## config.mk

```make
export PLATFORM = sky130hd
export DESIGN_NAME = outport_alloc
export DESIGN_NICKNAME = d
export VERILOG_FILES = /design/src/rtl/outport_alloc.sv
export SDC_FILE = /design/constraint.sdc
export NUM_CORES = 1
export LEC_CHECK = 0
export CAP_MARGIN = 30
export CORE_MARGIN = 2
export CORE_UTILIZATION = 60
export CTS_BUF_LIST = sky130_fd_sc_hd__clkbuf_4 sky130_fd_sc_hd__clkbuf_8
export DETAILED_ROUTE_END_ITERATION = 7
export PLACE_DENSITY_LB_ADDON = 0.1
export RECOVER_POWER = 25
export SLEW_MARGIN = 40
export SYNTH_ARGS = -nofsm -noshare
export SYNTH_HDL_FRONTEND = slang
export SYNTH_SLANG_ARGS = --single-unit
```

## constraint.sdc

```tcl
create_clock -name clk -period 9.2 [get_ports clk]
set_input_delay 2.76 -clock clk [delete_from_list [all_inputs] [get_ports clk]]
set_output_delay 2.76 -clock clk [all_outputs]
set_load 0.05 [all_outputs]
```

## src/rtl/outport_alloc.sv

```systemverilog
// rtl/outport_alloc.sv - per-output-port VC and switch allocator for a NoC router
module outport_alloc #(
    parameter int NPORT  = 5,
    parameter int NVC    = 2,
    parameter int PORT_W = (NPORT > 1) ? $clog2(NPORT) : 1,
    parameter int VC_W   = (NVC > 1) ? $clog2(NVC) : 1
) (
    input  logic                  clk,
    input  logic                  rst_n,
    input  logic [NPORT-1:0]      req_i,
    input  logic [NPORT*VC_W-1:0] vch_i,
    input  logic [NPORT*2-1:0]    type_i,
    input  logic [NVC-1:0]        rdy_i,
    input  logic [NVC-1:0]        lck_i,
    output logic [NPORT-1:0]      gnt_o,
    output logic                  sel_vld_o,
    output logic [PORT_W-1:0]     sel_o,
    output logic [VC_W-1:0]       sel_vch_o,
    output logic [NVC-1:0]        own_vld_o,
    output logic [NVC*PORT_W-1:0] own_o
);

    localparam logic [1:0] FT_HEAD   = 2'b00;
    localparam logic [1:0] FT_SINGLE = 2'b11;
    localparam int         RR_W      = (NPORT > NVC) ? NPORT : NVC;

    typedef enum logic {
        VC_IDLE = 1'b0,
        VC_BUSY = 1'b1
    } vc_state_e;

    vc_state_e         state_q [NVC];
    vc_state_e         state_d [NVC];
    logic [PORT_W-1:0] own_q   [NVC];
    logic [PORT_W-1:0] own_d   [NVC];
    logic [PORT_W-1:0] vptr_q  [NVC];
    logic [PORT_W-1:0] vptr_d  [NVC];
    logic [VC_W-1:0]   sptr_q;
    logic [VC_W-1:0]   sptr_d;

    logic [VC_W-1:0]   vch     [NPORT];
    logic [1:0]        ftype   [NPORT];
    logic [NPORT-1:0]  is_head;
    logic [NPORT-1:0]  owns;
    logic [NPORT-1:0]  cand    [NVC];
    logic [NVC-1:0]    alloc_vld;
    logic [PORT_W-1:0] alloc_win [NVC];
    logic [NVC-1:0]    elig;
    logic              pick_vld;
    logic [VC_W-1:0]   pick_vc;
    logic [PORT_W-1:0] pick_port;
    logic              pick_tail;

    // First set bit of mask at or after ptr, wrapping modulo n; -1 when empty.
    function automatic int rr_first(input logic [RR_W-1:0] mask, input int ptr, input int n);
        int res;
        int idx;
        res = -1;
        idx = 0;
        for (int i = 0; i < RR_W; i++) begin
            idx = ptr + i;
            if (idx >= n) idx = idx - n;
            for (int p = 0; p < RR_W; p++) begin
                if (res < 0 && i < n && p == idx && mask[p]) res = p;
            end
        end
        return res;
    endfunction

    always_comb begin
        for (int p = 0; p < NPORT; p++) begin
            vch[p]     = vch_i[p*VC_W +: VC_W];
            ftype[p]   = type_i[p*2 +: 2];
            is_head[p] = (ftype[p] == FT_HEAD) || (ftype[p] == FT_SINGLE);
        end
    end

    always_comb begin
        owns = '0;
        for (int v = 0; v < NVC; v++) begin
            for (int p = 0; p < NPORT; p++) begin
                if (state_q[v] == VC_BUSY && own_q[v] == PORT_W'(p)) owns[p] = 1'b1;
            end
        end
    end

    // An input holding a VC may not bid for another until its tail has left.
    always_comb begin
        int w;
        w = 0;
        for (int v = 0; v < NVC; v++) begin
            cand[v]      = '0;
            alloc_vld[v] = 1'b0;
            alloc_win[v] = '0;
            for (int p = 0; p < NPORT; p++) begin
                cand[v][p] = req_i[p] && (vch[p] == VC_W'(v)) && is_head[p] && !owns[p];
            end
            if (state_q[v] == VC_IDLE && rdy_i[v] && !lck_i[v]) begin
                w = rr_first(RR_W'(cand[v]), int'(vptr_q[v]), NPORT);
                if (w >= 0) begin
                    alloc_vld[v] = 1'b1;
                    alloc_win[v] = PORT_W'(w);
                end
            end
        end
    end

    always_comb begin
        int sp;
        elig      = '0;
        pick_vld  = 1'b0;
        pick_vc   = '0;
        pick_port = '0;
        pick_tail = 1'b0;
        for (int v = 0; v < NVC; v++) begin
            for (int p = 0; p < NPORT; p++) begin
                if (state_q[v] == VC_BUSY && own_q[v] == PORT_W'(p) &&
                    req_i[p] && vch[p] == VC_W'(v)) elig[v] = 1'b1;
            end
        end
        sp = rr_first(RR_W'(elig), int'(sptr_q), NVC);
        if (sp >= 0) begin
            pick_vld = 1'b1;
            pick_vc  = VC_W'(sp);
            for (int v = 0; v < NVC; v++) begin
                if (v == sp) pick_port = own_q[v];
            end
            for (int p = 0; p < NPORT; p++) begin
                if (pick_port == PORT_W'(p)) pick_tail = ftype[p][1];
            end
        end
    end

    always_ff @(posedge clk or negedge rst_n) begin
        if (!rst_n) begin
            for (int v = 0; v < NVC; v++) begin
                state_q[v] <= VC_IDLE;
                own_q[v]   <= '0;
                vptr_q[v]  <= '0;
            end
            sptr_q <= '0;
        end else begin
            for (int v = 0; v < NVC; v++) begin
                state_q[v] <= state_d[v];
                own_q[v]   <= own_d[v];
                vptr_q[v]  <= vptr_d[v];
            end
            sptr_q <= sptr_d;
        end
    end

    // Allocation only fires on IDLE VCs and release only on BUSY ones, so they never collide.
    always_comb begin
        for (int v = 0; v < NVC; v++) begin
            state_d[v] = state_q[v];
            own_d[v]   = own_q[v];
            vptr_d[v]  = vptr_q[v];
            if (alloc_vld[v]) begin
                state_d[v] = VC_BUSY;
                own_d[v]   = alloc_win[v];
                vptr_d[v]  = (int'(alloc_win[v]) == NPORT - 1) ? '0 : alloc_win[v] + 1'b1;
            end else if (pick_vld && pick_vc == VC_W'(v) && pick_tail) begin
                state_d[v] = VC_IDLE;
            end
        end
        sptr_d = sptr_q;
        if (pick_vld) sptr_d = (int'(pick_vc) == NVC - 1) ? '0 : pick_vc + 1'b1;
    end

    always_comb begin
        gnt_o     = '0;
        sel_vld_o = pick_vld;
        sel_o     = pick_port;
        sel_vch_o = pick_vc;
        for (int p = 0; p < NPORT; p++) begin
            if (pick_vld && pick_port == PORT_W'(p)) gnt_o[p] = 1'b1;
        end
        for (int v = 0; v < NVC; v++) begin
            own_vld_o[v]                = (state_q[v] == VC_BUSY);
            own_o[v*PORT_W +: PORT_W]   = (state_q[v] == VC_BUSY) ? own_q[v] : '0;
        end
    end

endmodule

```

After elaboration in Yosys (flattened, before gate mapping):

Cells that the tools add are included.

* output and inout bits: 18
* input bits: 26
* logic and storage cells: 565
* register bits: 15

* equality and inequality tests: 66
* $lt $le $gt $ge: 66
* add/subtract/negate cells: 24
* reduce and logical (&&, ||, !) cells: 214
* muxes and demuxes: 180
* bitwise operators: 8

Operator list (number)
* $mux W32: 126
* $lt A32 B1 Y1 const B: 51
* $eq A3 B32 Y1 const A: 20
* $eq A2 B32 Y1 const A: 13
* $logic_not A32 Y1: 13
* $eq A4 B32 Y1 const A: 10
* $logic_and A1 B1 Y1: 178
* $ge A32 B1 Y1 const B: 3
* $mux W1: 42
* $sub A4 B3 Y5 const B: 8
* $mux W3: 12
* $ge A4 B3 Y1 const B: 8
* $eq A3 B2 Y1 const B: 8
* $eq A3 B3 Y1 const B: 6
* $add A3 B2 Y4 const B: 4
* $eq A3 B1 Y1 const B: 4
* $logic_not A3 Y1: 4
* $eq A2 B2 Y1 const B: 5
* $logic_not A2 Y1: 5
* $add A3 B1 Y4 const B: 2
* $add A3 B3 Y4 const B: 2
* $not A1 Y1: 8
* $sub A3 B3 Y4 const B: 2
* $logic_not A1 Y1: 7
* 10 further kinds: 17

Depth between registers and ports, before layout:

* depth after elaboration: 134
* mapped depth: 19
* mapped depth without buffers: 17

Worst setup path after synthesis:

OpenSTA, ideal clock, no wires.

* path kind: input to output
* start: input vch_i[1]
* end: output gnt_o[0]
* required time: 6440 ps
* stages on the path: 8
* path slack: -53 ps
* data arrival time: 6493 ps
* buffers on the path: 1
* path through: and2_1 > a32o_1 > or3_1 > or2_2 > clkbuf_1 > nand3_1 > o21ai_1 > nor4b_1

* elaborated cells on any way between the ends: 36
* those cells by class: order compare: 4; eq/ne: 1; mux: 18; bitwise: 1; reduce/logical: 12

RTL lines
* start, declared: line 11 `input logic [NPORT*VC_W-1:0] vch_i,`
* $not A1 Y1: line 118 `req_i[p] && vch[p] == VC_W'(v)) elig[v] = 1'b1;`
* $logic_and A1 B1 Y1: line 118
* $mux W1 (4 in a row): line 117 `if (state_q[v] == VC_BUSY && own_q[v] == PORT_W'(p) &&`
* $logic_and A1 B1 Y1: line 64 `if (res < 0 && i < n && p == idx && mask[p]) res = p;`
* $mux W32: line 64
* $lt A32 B1 Y1: line 64
* $logic_and A1 B1 Y1 (2 in a row): line 64
* $mux W32: line 64
* (+4 left out)
* $lt A32 B1 Y1: line 64
* $logic_and A1 B1 Y1 (2 in a row): line 64
* $mux W32 (*): line 64
* $ge A32 B1 Y1 (*): line 122 `if (sp >= 0) begin`
* $mux W1 (*): line 122
* named net sel_vld_o: line 16 `output logic sel_vld_o,`
* $logic_and A1 B1 Y1 (*): line 176 `if (pick_vld && pick_port == PORT_W'(p)) gnt_o[p] = 1'b1;`
* $mux W1 (*): line 176
* end, declared: line 15 `output logic [NPORT-1:0] gnt_o,`

Mark *: on every way through the listed nets, which the timed path passes. The rest lies on a longest branch. The select of a mux whose other input is x is not followed.

Worst setup path in the final report:

* start: input vch_i[0]
* end: output gnt_o[0]

* cells in the longest elaborated chain, start to end: 29
* elaborated cells on any way between the ends: 38
* those cells by class: order compare: 4; eq/ne: 1; mux: 20; bitwise: 1; reduce/logical: 12

RTL lines (line)
* $not A1 Y1: 118
* $logic_and A1 B1 Y1: 118
* $mux W1 (5 in a row): 117
* $logic_and A1 B1 Y1: 64
* $mux W32: 64
* $lt A32 B1 Y1: 64
* $logic_and A1 B1 Y1 (2 in a row): 64
* $mux W32: 64
* $lt A32 B1 Y1: 64
* $logic_and A1 B1 Y1 (2 in a row): 64
* $mux W32: 64
* $lt A32 B1 Y1: 64
* $logic_and A1 B1 Y1 (2 in a row): 64
* $mux W32 (*): 64
* parallel branches: the longest is 6 deep, another holds $ge A32 B1 Y1
* $logic_and A1 B1 Y1 (*): 176
* $mux W1 (*): 176

Every way passes the cells marked *. The select of a mux whose other input is x is not followed.

==> flow_summary_export.csv <==
group,metric,value,unit
outcome,status,"finished, final reports clean",
worst_setup_path,worstPathArrival,5.77,ns
timing,tightestPinTransition,0.833,ns
yosys,synth_top_area_share,10.0,%
placed_design,dpl.hpwl,8920,µm
yosys,avgSynthCellArea,7.28,µm²
floorplanning,die_area,7320,µm²
worst_setup_path,endpoint_kind,"output pin",
drt,drtIter0Drc,638,
global_route,grt.overflow.total,0,
drt,wl_per_cell,18.3,µm
hold_path,hp-start,"own_q[4]",
yosys,synthAdderAreaFrac,11.0,%
timing,fin_ws,0.673,ns
worst_setup_path,reg2reg_slack,4.24,ns
yosys,yosys.area_share.simple,34.9,%
power,p_leak,1.75,nW
cells_and_area,area_growth,13.2,%
timing,slew_headroom,44.3,%
power,ir_drop,0.285,mV
cells_and_area,fill_cells,546,
yosys,synth_most_common_cell,"nand2_1",
yosys,synthCells,548,
timing,drv_slew,0,
drt,antenna_left,0,
timing,finalHoldViolations,0,
drt,viasPerCell,7.09,
global_route,grt_pass1_vias,4093,
floorplanning,core,6390,µm²
timing,grt_setup_unrepaired,"no",
clock_network,cts_setup_buffers,0,
timing,fin_worst_skew,0.00145,ns
drt,dr.pass1.iters,6,
timing,fin_setup_tns,0,ns
worst_setup_path,worstPathMaxFanout,5,
clock_network,clk_pin_slew,0.06,ns
worst_setup_path,crit_type,"input pin to output pin",
yosys,ys_seq_elements,15,
floorplanning,initial_utilization,62.5,%
clock_network,tritoncts,"yes",
global_route,antenna_found_initial,0,
placed_design,gp_congestion,0.967,
global_route,use_met3,4.43,%
power,finalPower,0.00176,W
yosys,yosys-top-cells-count,"43 x nand2_1, 41 x nor2_1, 32 x ha_1",
worst_setup_path,r2r-end,"vptr_q[2]",
floorplanning,die_h,85.5,µm
yosys,seq_area_frac_synth,9.41,%
yosys,synth-edff-count,0,
yosys,synth.distinct_cells,82,
hold_path,holdCritPathClass,"flip-flop to flip-flop",
clock_network,htree_num_levels,1,
yosys,synth.net_count,608,
clock_network,cts_sinks,15,
worst_setup_path,critPathLaunchType,"input pin",
yosys,netlist_top_cells_area,"ha_1 10%, dfrtp_1 9.4%, nand2_1 4.0%, nor2_1 3.9%, o21ai_0 3.5%",
placed_design,numPortBuffers,43,
clock_network,hold_buffers,0,
cells_and_area,diodes,0,
yosys,synthXorXnorAreaFrac,3.95,%
global_route,grt_pass1_wl,19500,µm
drt,dr_total_vias,4601,
yosys,yosysTopAreaCell,"ha_1",
drt,drc_errors,0,
yosys,synth-async-reset-ratio,100,%
power,power_density,390,nW/µm²
timing,max_freq,117,MHz
timing,finalCritPeriodShare,92.7,%
clock_network,cts_resized,0,
floorplanning,pin_count,44,
clock_network,cts_buffers,3,
cells_and_area,layout.nets,633,
worst_setup_path,regToRegStartpoint,"vptr_q[1]",
yosys,yosys_warnings,0,
yosys,synth_area,3990,µm²
hold_path,hold_depth,1,
hold_path,hold_path_end,"own_q[4]",
yosys,synth_top_family_by_area,"simple AND/OR/NAND/NOR gates",
worst_setup_path,reg2regPathDepth,15,
worst_setup_path,crit_required,6.44,ns
global_route,track_usage,31.9,%
placed_design,pre_cts_ws,0.681,ns
yosys,synth_compound_area_share,31.1,%
global_route,grtUsageMet2,48.7,%
timing,period_minus_slack,8.53,ns
floorplanning,rows,29,
drt,routed_wl,11900,µm
cells_and_area,drive_above_1_share,6.29,%
global_route,grt_use_met1,47.0,%
timing,setup_viol,0,
clock_network,clk_latency,0.25,ns
yosys,synth_mux_area_share,4.11,%
global_route,grt_max_degree,36,
clock_network,clockRootBuffer,"clkbuf_8",
floorplanning,die_w,85.5,µm
run,cap_viol_max_count,0,
global_route,busiest_layer,"met2",
clock_network,clk_path_buf_depth,2,
yosys,ys.flop_type,"dfrtp_1",
cell families after synthesis:
family | Yosys count
AOI/OAI and AO/OA | 170
xor gates and xnor gates | 18
adders and majority gates | 34
buffers and inverters | 57
DFF | 15
muxes | 16
and+or+nand+nor | 238
routing by layer:
| layer | wire [µm] | up-vias |
|---|---|---|
| met5 | 0 | - |
| met2 | 5200 | 308 |
| met3 | 1200 | 21 |
| met1 | 5360 | 2117 |
| met4 | 146 | 0 |
| li1 | - | 2155 |
per-stage QoR:
stage | instance area [µm²] | utilization (%) | std cells | hold slack, ns
6_report | 4510 | 70.7 | 649 | 0.618
5_1_grt | 4510 | 70.7 | 649 | 0.635
4_1_cts | 4510 | 70.7 | 649 | 0.617
3_5_place_dp | 4470 | 69.9 | 645 | 0.602
3_3_place_gp | 4450 | 69.6 | 645 | 0.591
2_1_floorplan | 4000 | - | 548 | 0.551
critical path, stage by stage:
cell,delay (ns)
clkdlybuf4s50_1,0.45
and2_1,0.20
a32o_1,0.22
or3_1,0.40
or2_2,0.34
nand3_1,0.11
o21ai_1,0.14
nor4b_2,0.30
clkdlybuf4s50_1,0.84
cell usage in the layout, fill, tap and decap left out, drive strengths merged, types with 8 or more instances in the layout:
cell type and n:
nor2b 12, nand2 43, clkdlybuf4s50 42, or3 10
nand2b 17, ha 32, xor2 11, a21oi 27
nand3 12, dfrtp 15, and2 13, nor2 41
inv 29, nor3 21, o21ai 31, nor4 16
a31oi 8, mux2i 13, o31ai 10
flip-flops by register name (all words and copies together) (netlist names):
name	flops
own_vld_o	2
own_q	6
vptr_q	6
sptr_q	1
final cells by class:
type / count / area (µm²) / share of cell area, %
Clock buffer: 4 / 48.8 / 1.08
Inverter: 30 / 113 / 2.49
Multi-Input combinational cell: 476 / 3420 / 75.8
Timing Repair Buffer: 47 / 460 / 10.2
Tap cell: 77 / 96.3 / 2.13
Sequential cell: 15 / 375 / 8.31
worst max path at each step:
stage / startpoint / endpoint / slack [ns] / cells past startpoint
final: vch_i[0] / gnt_o[0] / 0.67 / 9
after global routing: vch_i[0] / gnt_o[0] / 0.53 / 9
after CTS: vch_i[1] / gnt_o[0] / 0.67 / 9
after detailed placement: vch_i[1] / gnt_o[0] / 0.68 / 9
after global placement: vch_i[1] / gnt_o[0] / 0.70 / 9
after floorplan: vch_i[1] / gnt_o[2] / 0.42 / 8
report_power, final:
part | switching (W) | total, W | internal, W
Sequential | 0.0000855 | 0.000182 | 0.0000962
Combinational | 0.000960 | 0.00152 | 0.000560
Clock | 0.0000242 | 0.0000579 | 0.0000337
Total | 0.00107 | 0.00176 | 0.000689
Note: power is estimated with default switching activity, not from simulation.
